==> src/rtl/eoc_readout_scheduler.sv <==
// eoc_readout_scheduler: round-robin readout of NUM_GRP column-group words into a tagged show-ahead FIFO
// Ports: clk_40MHz/rst_n (async active-low) clock and reset; readout_en enables granting (low = drain);
// TimeStamp is tagged onto each granted word; data_grp holds the packed group words (nonzero = request);
// shake_hands_col is the one-hot grant; dout/dout_valid/dout_ready form the FIFO head handshake;
// fifo_level is the occupancy; busy is high outside IDLE.
// Build option: define SCHED_STALL_CNT_EN to add stall_cnt, counting RUN cycles blocked by a full FIFO.
module eoc_readout_scheduler #(
    parameter int NUM_GRP    = 8,
    parameter int GRP_AW     = 3,
    parameter int FIFO_DEPTH = 8,
    parameter int FIFO_AW    = 3
) (
    input  logic                    clk_40MHz,
    input  logic                    rst_n,
    input  logic                    readout_en,
    input  logic [8:0]              TimeStamp,
    input  logic [NUM_GRP*27-1:0]   data_grp,
    output logic [NUM_GRP-1:0]      shake_hands_col,
    output logic [GRP_AW+35:0]      dout,
    output logic                    dout_valid,
    input  logic                    dout_ready,
    output logic [FIFO_AW:0]        fifo_level,
    output logic                    busy
`ifdef SCHED_STALL_CNT_EN
    ,
    output logic [15:0]             stall_cnt
`endif
);
    typedef enum logic [1:0] {IDLE, RUN, DRAIN} state_t;
    state_t state, next_state;
    logic [NUM_GRP-1:0] req;
    logic [GRP_AW-1:0] rr_ptr, gnt_idx, idx;
    logic [FIFO_AW-1:0] wr_ptr, rd_ptr, prev_ptr;
    logic [GRP_AW+35:0] mem [FIFO_DEPTH];
    logic full, grant_en, found, wr, rd;

    assign full       = fifo_level == (FIFO_AW+1)'(FIFO_DEPTH);
    assign dout_valid = fifo_level != '0;
    assign wr         = found;
    assign rd         = dout_valid & dout_ready;
    assign prev_ptr   = rd_ptr - FIFO_AW'(1);
    // When empty the slot just behind rd_ptr holds the last entry read, so dout keeps showing it.
    assign dout       = dout_valid ? mem[rd_ptr] : mem[prev_ptr];

    always_comb begin
        for (int i = 0; i < NUM_GRP; i++)
            req[i] = |data_grp[27*i +: 27];
    end

    always_ff @(posedge clk_40MHz or negedge rst_n)
        if (!rst_n) state <= IDLE;
        else        state <= next_state;

    always_comb begin
        next_state = state;
        case (state)
            IDLE:    next_state = readout_en ? RUN : IDLE;
            RUN:     next_state = readout_en ? RUN : DRAIN;
            default: next_state = readout_en ? RUN : (dout_valid ? DRAIN : IDLE);
        endcase
    end

    // readout_en gates the grant directly so a falling enable withdraws it within the cycle.
    always_comb begin
        busy     = state != IDLE;
        grant_en = (state == RUN) && readout_en && !full;
    end

    // Round-robin search starting at rr_ptr; the GRP_AW-bit sum wraps NUM_GRP-1 -> 0.
    always_comb begin
        found   = 1'b0;
        gnt_idx = '0;
        idx     = '0;
        for (int k = 0; k < NUM_GRP; k++) begin
            idx = rr_ptr + GRP_AW'(k);
            if (grant_en && !found && req[idx]) begin
                found   = 1'b1;
                gnt_idx = idx;
            end
        end
        shake_hands_col = found ? (NUM_GRP'(1) << gnt_idx) : '0;
    end

    always_ff @(posedge clk_40MHz or negedge rst_n) begin
        if (!rst_n) begin
            rr_ptr     <= '0;
            wr_ptr     <= '0;
            rd_ptr     <= '0;
            fifo_level <= '0;
            for (int i = 0; i < FIFO_DEPTH; i++)
                mem[i] <= '0;
        end else begin
            if (wr) begin
                mem[wr_ptr] <= {gnt_idx, TimeStamp, data_grp[27*gnt_idx +: 27]};
                wr_ptr      <= wr_ptr + FIFO_AW'(1);
                rr_ptr      <= gnt_idx + GRP_AW'(1);
            end
            if (rd)
                rd_ptr <= rd_ptr + FIFO_AW'(1);
            fifo_level <= fifo_level + (FIFO_AW+1)'(wr) - (FIFO_AW+1)'(rd);
        end
    end

`ifdef SCHED_STALL_CNT_EN
    logic en_q;
    always_ff @(posedge clk_40MHz or negedge rst_n) begin
        if (!rst_n) begin
            en_q      <= 1'b0;
            stall_cnt <= '0;
        end else begin
            en_q <= readout_en;
            if (readout_en && !en_q)
                stall_cnt <= '0;
            else if (state == RUN && |req && full && stall_cnt != 16'hFFFF)
                stall_cnt <= stall_cnt + 16'd1;
        end
    end
`endif
endmodule

==> config.mk <==
export PLATFORM = sky130hd
export DESIGN_NAME = eoc_readout_scheduler
export DESIGN_NICKNAME = d
export VERILOG_FILES = /design/src/rtl/eoc_readout_scheduler.sv
export SDC_FILE = /design/constraint.sdc
export NUM_CORES = 1
export LEC_CHECK = 0
export CAP_MARGIN = 10
export CORE_MARGIN = 2
export CORE_UTILIZATION = 56
export CTS_CLUSTER_DIAMETER = 80
export DETAILED_ROUTE_END_ITERATION = 6
export PLACE_DENSITY = 0.9
export SLEW_MARGIN = 20
export SYNTH_ARGS = -nofsm -noshare
export SYNTH_HDL_FRONTEND = slang
export SYNTH_SLANG_ARGS = --single-unit
export TNS_END_PERCENT = 5
==> constraint.sdc <==
create_clock -name clk_40MHz -period 10.5 [get_ports clk_40MHz]
set_clock_uncertainty 0.1 [all_clocks]
set_input_delay 3.15 -clock clk_40MHz [delete_from_list [all_inputs] [get_ports clk_40MHz]]
set_output_delay 3.15 -clock clk_40MHz [all_outputs]
set_load 0.01 [all_outputs]
==> impl_metrics.json <==
{
  "cp.arrival_ns": 7.37,
  "worstHoldPathType": "reg2reg",
  "post_drt_wl_per_cell_um": 27.0,
  "synth_top_family_by_area": "multiplexers",
  "finalSetupViolations": 4,
  "clock-sinks": 327,
  "violations": "setup timing",
  "clock_path_buffers": 3,
  "synth_cell_types": 60,
  "dp_cells": 2452,
  "vias": 17302,
  "htree_levels": 2,
  "ys_ff_latch": 327,
  "synth_compound_gate_area_share": 0.102,
  "drt-pass1-iter-count": 6,
  "seq_area_frac_synth": 0.404,
  "io_pins": 282,
  "netlist_area_um2": 20200,
  "final_common_cell": "dfrtp_1",
  "layout_setup_ws_ns": -0.121,
  "endpoint": "shake_hands_col[2]",
  "power_density_nw_per_um2": 369,
  "grt_pass1_wl_mm": 106,
  "path_buf_inv": 5,
  "path_delay_family": "simple AND/OR/NAND/NOR gates",
  "cts_tree": "done",
  "gr-total-overflow": 0,
  "max_cap_viol_count": 0,
  "ir_drop_v": 0.000310,
  "rsz0062_at_grt": "yes",
  "place.gp.congestion": 1.08,
  "outcome": "finished, violations left",
  "die_area_um2": 37700,
  "reg2reg_from": "rr_ptr[1]",
  "drive_gt1_frac": 0.277,
  "antenna_found_initial": 5,
  "grt_start_max_net_pins": 187,
  "startpoint": "data_grp[39]",
  "post-route-util": 0.717,
  "slowest_stage": "clkdlybuf4s50_1",
  "setup_tns_ns": -0.327,
  "whs_ns": 0.402,
  "slew_viol_final": 0,
  "hold_depth": 2,
  "wirelength_mm": 68.0,
  "cp.depth": 16,
  "ant_nets": 0,
  "ys.flop_type": "dfrtp_1",
  "r2r_cells": 17,
  "layout.cells.non_filler": 2521,
  "drc": 0,
  "core_um2": 35600,
  "hold_viol_final": 0,
  "cts_buffers": 35,
  "synthMuxAreaShare": 0.334,
  "worst_slew_pin_slew_ns": 1.08,
  "fp.dieW_um": 194,
  "synth_edf_count": 0,
  "cpPeakStageDelay_ns": 0.58,
  "initial_core_util": 0.569,
  "synth_xor_area_frac": 0.00519,
  "timing.fmax_ghz": 0.0941,
  "clkTransAtPathRegs_ns": 0.06,
  "relSlewSlack": 0.282,
  "insertion_delay_ns": 0.52,
  "fin_crit_sh": 1.01,
  "regToRegEndpoint": "mem[171]",
  "netlist_instances": 1714,
  "die_y_um": 194,
  "period_needed_ns": 10.62,
  "first_iter_violations": 2352,
  "critical_path.max_fanout": 5,
  "avgSynthCellArea_um2": 11.8,
  "cts-root-buf": "clkbuf_16",
  "critical_path_required_ns": 7.25,
  "grt_pass1_vias": 18219,
  "areaGrowthSynthToFinish_pct": 26.0,
  "synth_fp_nets": 1961,
  "rows": 69,
  "p_leak_nw": 10.1,
  "p_total_mw": 9.42,
  "cts_setup_buffers": 0,
  "yosys_warnings": 0,
  "io_buffers": 281,
  "synthAdderAreaFrac": 0.0115,
  "place_hpwl_mm": 45.1,
  "crit_path_start_kind": "input port",
  "grt_use_total": 0.363,
  "nets": 2276,
  "hold_start": "mem[271]",
  "crit_type": "in2out",
  "cp-end-kind": "primary output",
  "synthSimpleGateAreaFrac": 0.109,
  "r2r_setup_slack_ns": 4.28,
  "crit_chain": "clkdlybuf4s50_1, nor4_1, nand3_1, nor4_1, buf_4, nor2_1, mux4_2, and2_1, nand3_1, buf_4, nor4b_1, a32o_1, a211oi_4, inv_1, nor2_1, clkdlybuf4s50_1",
  "async_flop_share": 1.00,
  "final_cell_mix": "dfrtp_1 (324), clkdlybuf4s50_1 (276), mux4_2 (215), a21oi_1 (161), nand2_1 (154)",
  "via_per_inst": 6.86,
  "cts_hold_buffers": 0
}
-- per-layer routing --
layer	up-vias	track usage	routed length, um
met5	-	0	0
met3	281	0.0656	6420
li1	7193	-	-
met1	8598	0.440	23100
met4	0	0.203	4220
met2	1230	0.617	34300
-- worst min-delay path, stage by stage (launching register included) --
cell     delay, ns
dfrtp_1       0.36
nand2_1       0.05
o21ai_0       0.06
-- cells in the mapped netlist, drive strengths merged, types with 3 or more instances --
cell type | number | share of area
a2111oi | 6 | 0.0027
a211oi | 46 | 0.018
a21o | 6 | 0.0022
a21oi | 161 | 0.040
and2 | 5 | 0.0015
buf | 35 | 0.0098
clkbuf | 111 | 0.021
clkinv | 3 | 0.00056
dfrtp | 327 | 0.40
ha | 17 | 0.011
inv | 14 | 0.0026
mux2 | 80 | 0.045
mux2i | 68 | 0.050
mux4 | 215 | 0.24
nand2 | 154 | 0.029
nand3 | 12 | 0.0030
nand4 | 8 | 0.0025
nand4b | 3 | 0.0013
nor2 | 139 | 0.026
nor2b | 39 | 0.012
nor3 | 20 | 0.0052
nor4 | 66 | 0.021
nor4b | 3 | 0.0013
o21ai | 127 | 0.032
or2 | 9 | 0.0028
xnor2 | 7 | 0.0030
xor2 | 5 | 0.0022
-- final cells by class --
class	instances	area (um2)
diodes	5	12.5
repair buffers	424	3960
clock inverters	12	124
clock buffers	51	1030
fillers	2331	10100
multi-input cells	1224	11500
inverters	17	63.8
flip-flops and latches	327	8190
well taps	461	577
-- flip-flops by register name, summed over array words and instances, names as in the netlist --
| name | count |
|---|---|
| mem | 312 |
| fifo_level | 4 |
| rd_ptr | 3 |
| rr_ptr | 3 |
| wr_ptr | 3 |
| state | 2 |
-- cell families (layout without fill, tap and decap cells) --
| family | Yosys count | in the layout |
|---|---|---|
| xor gates and xnor gates | 12 | 12 |
| adders and majority gates | 18 | 18 |
| other | 0 | 5 |
| AOI/OAI and AO/OA | 364 | 364 |
| muxes | 363 | 363 |
| buffers and inverters | 163 | 504 |
| and+or+nand+nor | 467 | 467 |
| DFF | 327 | 327 |
-- how the worst min path moves through the flow --
stage                     to
floorplan           mem[270]
global placement    mem[270]
detailed placement  mem[271]
CTS                 mem[271]
global route        mem[105]
finish              mem[271]
-- metrics by stage --
| stage | worst slack [ns] | instance area, um2 |
|---|---|---|
| after global placement | -0.305 | 24200 |
| after global routing | -0.286 | 25500 |
| final | -0.121 | 25500 |
| after CTS | -0.0517 | 25400 |
| after detailed placement | -0.223 | 24200 |
| after floorplan | 0.705 | 20200 |
-- timing repair --
| action | CTS | global route |
|---|---|---|
| pin swaps | 5 | 1 |
| resized for setup | 17 | 4 |
| endpoints found under the setup margin | 8 | 8 |
-- report_power, final --
| part | switching (mW) | internal [mW] | total (mW) |
|---|---|---|---|
| Clock | 0.516 | 0.731 | 1.25 |
| Sequential | 0.606 | 1.88 | 2.49 |
| Combinational | 2.88 | 2.81 | 5.69 |
No activity file was read; power rests on OpenSTA's default activity.
